$ cat config.mk
export PLATFORM = sky130hd
export DESIGN_NAME = breakdown_ctrl
export DESIGN_NICKNAME = d
export VERILOG_FILES = /design/src/rtl/breakdown_ctrl.sv
export SDC_FILE = /design/constraint.sdc
export NUM_CORES = 1
export LEC_CHECK = 0
export CELL_PAD_IN_SITES_DETAIL_PLACEMENT = 1
export CELL_PAD_IN_SITES_GLOBAL_PLACEMENT = 1
export CORE_ASPECT_RATIO = 0.5
export CORE_MARGIN = 10
export CORE_UTILIZATION = 24
export DETAILED_ROUTE_END_ITERATION = 8
export GPL_ROUTABILITY_DRIVEN = 0
export PLACE_DENSITY_LB_ADDON = 0.15
export SYNTH_ARGS = -nofsm -noshare
export SYNTH_HDL_FRONTEND = slang
export SYNTH_SLANG_ARGS = --single-unit
$ cat constraint.sdc
create_clock -name clk -period 6.6 [get_ports clk]
set_clock_uncertainty 0.05 [all_clocks]
set_input_delay 1.65 -clock clk [delete_from_list [all_inputs] [get_ports clk]]
set_output_delay 1.65 -clock clk [all_outputs]
set_load 0.1 [all_outputs]
$ cat src/rtl/breakdown_ctrl.sv
// -----------------------------------------------------------------------------
// breakdown_ctrl
//
// Per-channel link breakdown monitor. Each channel counts valid flits that
// carry a nonzero packet number. When the count reaches BREAKDOWN_NUM the
// channel raises a registered breakdown reset request (fault_o).
//
// Build option:
//   BREAKDOWN_RECOVER_EN  defined   -> fault lasts HOLD_CYCLES cycles, then one
//                                      HOLD cycle clears the counter, then the
//                                      channel counts again.
//                         undefined -> fault is sticky until clr or rst; no
//                                      hold timer is built.
//
// Ports:
//   clk          single clock
//   rst          asynchronous active-high reset
//   arm          global counting enable
//   clr          synchronous clear of all counters and faults (highest priority)
//   data_i       CH_NUM flits, channel c at [c*DATA_W +: DATA_W]
//   valid_i      per-channel flit valid
//   fault_o      per-channel breakdown reset request (registered)
//   any_fault_o  OR of fault_o (combinational)
//   count_o      per-channel packet counters, channel c at [c*CNT_W +: CNT_W]
//
// Per-channel FSM:
//   state    | meaning
//   ---------+-------------------------------------------------------------
//   ST_COUNT | counting qualified flits, watching for the threshold
//   ST_FAULT | fault_o asserted, counter frozen
//   ST_HOLD  | (recover build) one cycle with fault_o low and counter zeroed
// -----------------------------------------------------------------------------
module breakdown_ctrl #(
    parameter int CH_NUM        = 4,
    parameter int DATA_W        = 66,
    parameter int PNUM_HI       = 63,
    parameter int PNUM_LO       = 48,
    parameter int CNT_W         = 16,
    parameter int BREAKDOWN_NUM = 50,
    parameter int HOLD_CYCLES   = 8
) (
    input  logic                       clk,
    input  logic                       rst,
    input  logic                       arm,
    input  logic                       clr,
    input  logic [CH_NUM*DATA_W-1:0]   data_i,
    input  logic [CH_NUM-1:0]          valid_i,
    output logic [CH_NUM-1:0]          fault_o,
    output logic                       any_fault_o,
    output logic [CH_NUM*CNT_W-1:0]    count_o
);

    localparam int               PNUM_W  = PNUM_HI - PNUM_LO + 1;
    localparam logic [CNT_W-1:0] CNT_MAX = '1;
    localparam logic [31:0]      THRESH  = 32'(BREAKDOWN_NUM);
    localparam bit               TRIG_EN = (BREAKDOWN_NUM != 0);
`ifdef BREAKDOWN_RECOVER_EN
    localparam logic [7:0]       HOLD_LOAD = 8'(HOLD_CYCLES - 1);
`endif

    typedef enum logic [1:0] {
        ST_COUNT = 2'd0,
        ST_FAULT = 2'd1
`ifdef BREAKDOWN_RECOVER_EN
        , ST_HOLD = 2'd2
`endif
    } state_t;

    // Only the packet-number field of each flit matters; the payload is
    // deliberately ignored.
    logic unused_payload;
    assign unused_payload = ^data_i;

    for (genvar c = 0; c < CH_NUM; c++) begin : g_ch
        state_t            state;
        logic [CNT_W-1:0]  cnt;
        logic              fault;
        logic [PNUM_W-1:0] pnum;
        logic              hit;
        logic              trig;
`ifdef BREAKDOWN_RECOVER_EN
        logic [7:0]        hold_tmr;
`endif

        assign pnum = data_i[c*DATA_W + PNUM_LO +: PNUM_W];
        assign hit  = arm && valid_i[c] && (pnum != '0);
        // Threshold is taken from the registered count, so fault_o rises
        // one cycle after the count reaches BREAKDOWN_NUM.
        assign trig = TRIG_EN && (32'(cnt) >= THRESH);

        always_ff @(posedge clk or posedge rst) begin
            if (rst) begin
                state    <= ST_COUNT;
                cnt      <= '0;
                fault    <= 1'b0;
`ifdef BREAKDOWN_RECOVER_EN
                hold_tmr <= '0;
`endif
            end else if (clr) begin
                state    <= ST_COUNT;
                cnt      <= '0;
                fault    <= 1'b0;
`ifdef BREAKDOWN_RECOVER_EN
                hold_tmr <= '0;
`endif
            end else begin
                case (state)
                    ST_COUNT: begin
                        if (hit && (cnt != CNT_MAX)) cnt <= cnt + 1'b1;
                        if (trig) begin
                            state    <= ST_FAULT;
                            fault    <= 1'b1;
`ifdef BREAKDOWN_RECOVER_EN
                            hold_tmr <= HOLD_LOAD;
`endif
                        end
                    end
                    ST_FAULT: begin
`ifdef BREAKDOWN_RECOVER_EN
                        // Down-counter: terminal count ends the fault window.
                        if (hold_tmr == '0) begin
                            state <= ST_HOLD;
                            fault <= 1'b0;
                            cnt   <= '0;
                        end else begin
                            hold_tmr <= hold_tmr - 1'b1;
                        end
`endif
                    end
`ifdef BREAKDOWN_RECOVER_EN
                    ST_HOLD: state <= ST_COUNT;
`endif
                    default: begin
                        state <= ST_COUNT;
                        fault <= 1'b0;
                    end
                endcase
            end
        end

        assign fault_o[c]                 = fault;
        assign count_o[c*CNT_W +: CNT_W] = cnt;
    end

    assign any_fault_o = |fault_o;

endmodule

Yosys cells after proc, flatten, opt, wreduce, memory -nomap -nowiden --
Cells that the tools add are included.
Word-level totals: bits in latches 0, output and inout bits 69, bits of input ports 272, bits in registers 76, word-level logic and storage cells 109, bits in writable memories 0, bits in read-only memories 0, memories 0
Operators by class: shift-type cells 0, add/sub/neg operators 4, $mul 0, mux-type cells 36, reductions and logical operators 37, magnitude comparators 4, bitwise logic cells 0, equal/unequal tests 16, div/mod/pow operators 0
Operators with widths (number):
- 16-bit two-way mux | 12
- 16-bit by 1-bit adder with 16-bit output (second input constant) | 4
- 16-bit by 6-bit greater-or-equal comparator with 1-bit output (second input constant) | 4
- 16-bit != test (second input constant) | 4
- 16-bit nonzero test | 4
- 2-bit two-way mux | 8
- 2-bit case mux with 2 select lines | 4
- 2-bit AND reduction | 8
- 2-bit nonzero test | 8
- 1-bit logical AND | 12
- 3-bit != test (second input constant) | 4
- 2-bit by 1-bit == test with 1-bit output (second input constant) | 4
- 2-bit logical NOT | 4
- 1-bit two-way mux | 8
- 2-bit != test (second input constant) | 4
- 1-bit case mux with 2 select lines | 4
- 4-bit OR reduction | 1

Logic depth before layout (Yosys ltp) --
word-level depth 6, gate-level depth with buffers 7

Worst setup path before layout --
No wires, ideal clock.
path type input to register, from input data_i[184], to register g_ch[2].cnt[13], data required time 6.422 ns, slack 3.390 ns, stages on the path 7, arrival time 3.032 ns, cell sequence nor4_1 and4_1 buf_6 or3_4 buf_6 nor4_2 mux2_1
On the way: cells in the longest elaborated chain, start to end 5
Ends and longest elaborated chain:
- start, declared | RTL line 46 | input logic [CH_NUM*DATA_W-1:0] data_i,
- 16-bit nonzero test | RTL line 86 | assign hit = arm && valid_i[c] && (pnum != '0);
- 1-bit logical AND | RTL line 86
- 1-bit logical AND | RTL line 109 | if (hit && (cnt != CNT_MAX)) cnt <= cnt + 1'b1;
- 2-bit nonzero test (no line)
- 2-bit AND reduction (no line)
- end signal, assigned | RTL line 109
- end, declared | RTL line 76 | logic [CNT_W-1:0] cnt;
Every way passes these cells. A chain may end at the register's enable or synchronous reset.

Worst setup path in the final report --
from register g_ch[1].fault, to output any_fault_o
On the way: cells in the longest elaborated chain, start to end 1
Ends and longest elaborated chain:
- start, declared | RTL line 77 | logic fault;
- start signal, assigned | RTL line 95 | fault <= 1'b0;
- start signal, assigned | RTL line 102 | fault <= 1'b0;
- start signal, assigned | RTL line 112 | fault <= 1'b1;
- 4-bit OR reduction | RTL line 145 | assign any_fault_o = |fault_o;
- end, declared | RTL line 49 | output logic any_fault_o,
Every way passes these cells.

==> results_dict.tcl <==
set metrics [dict create \
    outcome "completed" \
    hold_end "g_ch[1].cnt[14]" \
    max_clock_freq_mhz 251.3 \
    layout.cells.non_filler 830 \
    syn_to_final_growth_pct 43.57 \
    tns_ns 0 \
    ant_nets 0 \
    io_buffers 140 \
    nets 872 \
    utilization_pct 35.19 \
    endpoint_kind "output pin" \
    reg2reg_from "g_ch[1].fault" \
    root_buffer "clkbuf_16" \
    diodes 0 \
    p_leak_nw 2.277 \
    grt_util_all_layers_pct 12.91 \
    avgSynthCellArea_um2 9.270 \
    worstPathRequired_ns 4.90 \
    yosysMostFrequentCell "dfrtp_1" \
    ctsResizeCount 0 \
    yosysWarnings 0 \
    worstPathMaxFanout 4 \
    rows 34 \
    cts_buffers 9 \
    rr_worst_depth 5 \
    async_flop_share_pct 100.0 \
    timing.final.crit_share_pct 60.29 \
    ios 341 \
    layout-drive-gt1-share_pct 9.060 \
    ys.flop_type "dfrtp_1" \
    layout_min_cycle_time_ns 3.979 \
    ys_seq_area_share_pct 39.91 \
    grt_overflow_total 0 \
    syn_area_um2 4264 \
    synth.distinct_cells 59 \
    critPathKind "flip-flop to output pin" \
    die-area_um2 23820 \
    viasPerCell 5.140 \
    start_util_pct 24.51 \
    min_path_cells 1 \
    r2r-end "g_ch[1].cnt[8]" \
    synth-seq-cells 68 \
    hp-start "g_ch[1].cnt[14]" \
    cellPowerDensity_nw_per_um2 164.3 \
    synth.area.top_cells "dfrtp_1 (40%), nor4_1 (5.9%), nor2_1 (4.1%)" \
    cts_sinks 68 \
    cap_viol_max_count 0 \
    placedCellCount 815 \
    core_um2 17400 \
    clk_latency_ns 0.32 \
    synth_top_area_share_pct 39.91 \
    synthTopCellsByCount "dfrtp_1 (68), nor2_1 (47), nor4_1 (40), a21oi_1 (22)" \
    grt_max_degree 81 \
    yosysTopAreaCell "dfrtp_1" \
    drtPass1Iterations 4 \
    grt_first_pass_wirelength_um 25310 \
    num_vias 4266 \
    cts_tree "built" \
    clockBufferDepth 2 \
    drt_iter0_drc 181 \
    fp.dieH_um 114.3 \
    htree_levels 3 \
    synth_edf_count 0 \
    ctsHoldBuffers 0 \
    peakVddDrop_uv 107.6 \
    dp_hpwl_um 11790 \
    start_kind "flip-flop" \
    route.detailed.drc 0 \
    synth_cells 460 \
    finalHoldViolations 0 \
    slew-limit-headroom_pct 31.53 \
    path_clk_slew_ns 0.06 \
    routedWlPerCell_um 18.80 \
    setup_viol 0 \
    postCtsSetupBuffers 0 \
    die_w_um 208.5 \
    slew_viol_final 0 \
    ff2ff_setup_slack_ns 4.33 \
    max_slew.worst_pin.slew_ns 1.024 \
    hold_path_class "flip-flop to flip-flop" \
    drt_wl_total_um 15600 \
    rsz0062_at_grt "no" \
    power_mw 1.006 \
    worst_ep_arrival_time_ns 2.28 \
    grt_pass1_vias 4397 \
    antenna_found_initial 0 \
    syn_nets 740 \
]
## state kept, by name, indices dropped and copies added, names as in the netlist
register    cells
g_ch.fault      4
g_ch.cnt       64
## metrics by stage
step | setup slack (ns) | cell area [um^2] | hold slack [ns]
5_1_grt | 2.561 | 6122 | 0.5469
6_report | 2.621 | 6122 | 0.4988
3_5_place_dp | 2.448 | 5852 | 0.5038
2_1_floorplan | 3.188 | 4264 | 0.4607
3_3_place_gp | 2.479 | 5852 | 0.4997
4_1_cts | 2.570 | 6122 | 0.5119
## worst max-delay path by stage
stage | start | to | slack [ns] | depth (start not counted)
finish | g_ch[1].fault | any_fault_o | 2.62 | 2
global placement | arm | g_ch[1].cnt[8] | 2.48 | 6
detailed placement | arm | g_ch[1].cnt[8] | 2.45 | 6
CTS | g_ch[0].fault | any_fault_o | 2.57 | 2
global route | g_ch[0].fault | any_fault_o | 2.56 | 2
floorplan | rst | g_ch[0].cnt[0] | 3.19 | 1
## worst max-delay path, stage by stage (launching register included)
cell and delay [ns]:
dfrtp_1 0.43, or4_1 0.51, clkdlybuf4s50_1 1.00
## power breakdown
part / total (mW) / switching [mW] / internal [mW]
sequential: 0.428 / 0.00717 / 0.421
clock: 0.451 / 0.179 / 0.272
combinational: 0.126 / 0.0710 / 0.0551
## metal layers
metal | up-vias | part of all wire [%] | global-route usage (%) | wire length, um
li1 | 2049 | - | - | -
met1 | 2150 | 48 | 16.97 | 7533
met2 | 62 | 48 | 21.78 | 7504
met3 | 5 | 3.2 | 2.832 | 500
met4 | 0 | 0.42 | 1.727 | 65
met5 | - | 0 | 0 | 0
## layout make-up
class	count	area, um^2
Sequential cell	68	1702
Clock buffer	13	260.3
Tap cell	234	292.8
Inverter	13	48.80
Multi-Input combinational cell	357	2390
Fill cell	1984	11280
Timing Repair Buffer	143	1419
Clock inverter	2	10.01
## cells by family after synthesis
logic type,after synthesis,share of synthesized area (%)
buffers and inverters,35,4.049
muxes,16,4.225
xor gates and xnor gates,13,2.670
DFF,68,39.91
AOI/OAI and AO/OA,71,11.47
adders and majority gates,8,2.348
and+or+nand+nor,249,35.33
## cells in the final DEF, fill, tap and decap left out, types with 15 or more instances in the layout
cell and n:
nand2_1 21, clkdlybuf4s50_1 139, nor2_1 47, mux2_2 15
nand4_1 18, dfrtp_1 68, nor2b_1 15, a21oi_1 22
nor4_1 40, nand3_1 21
(Power assumes the default switching activity.)
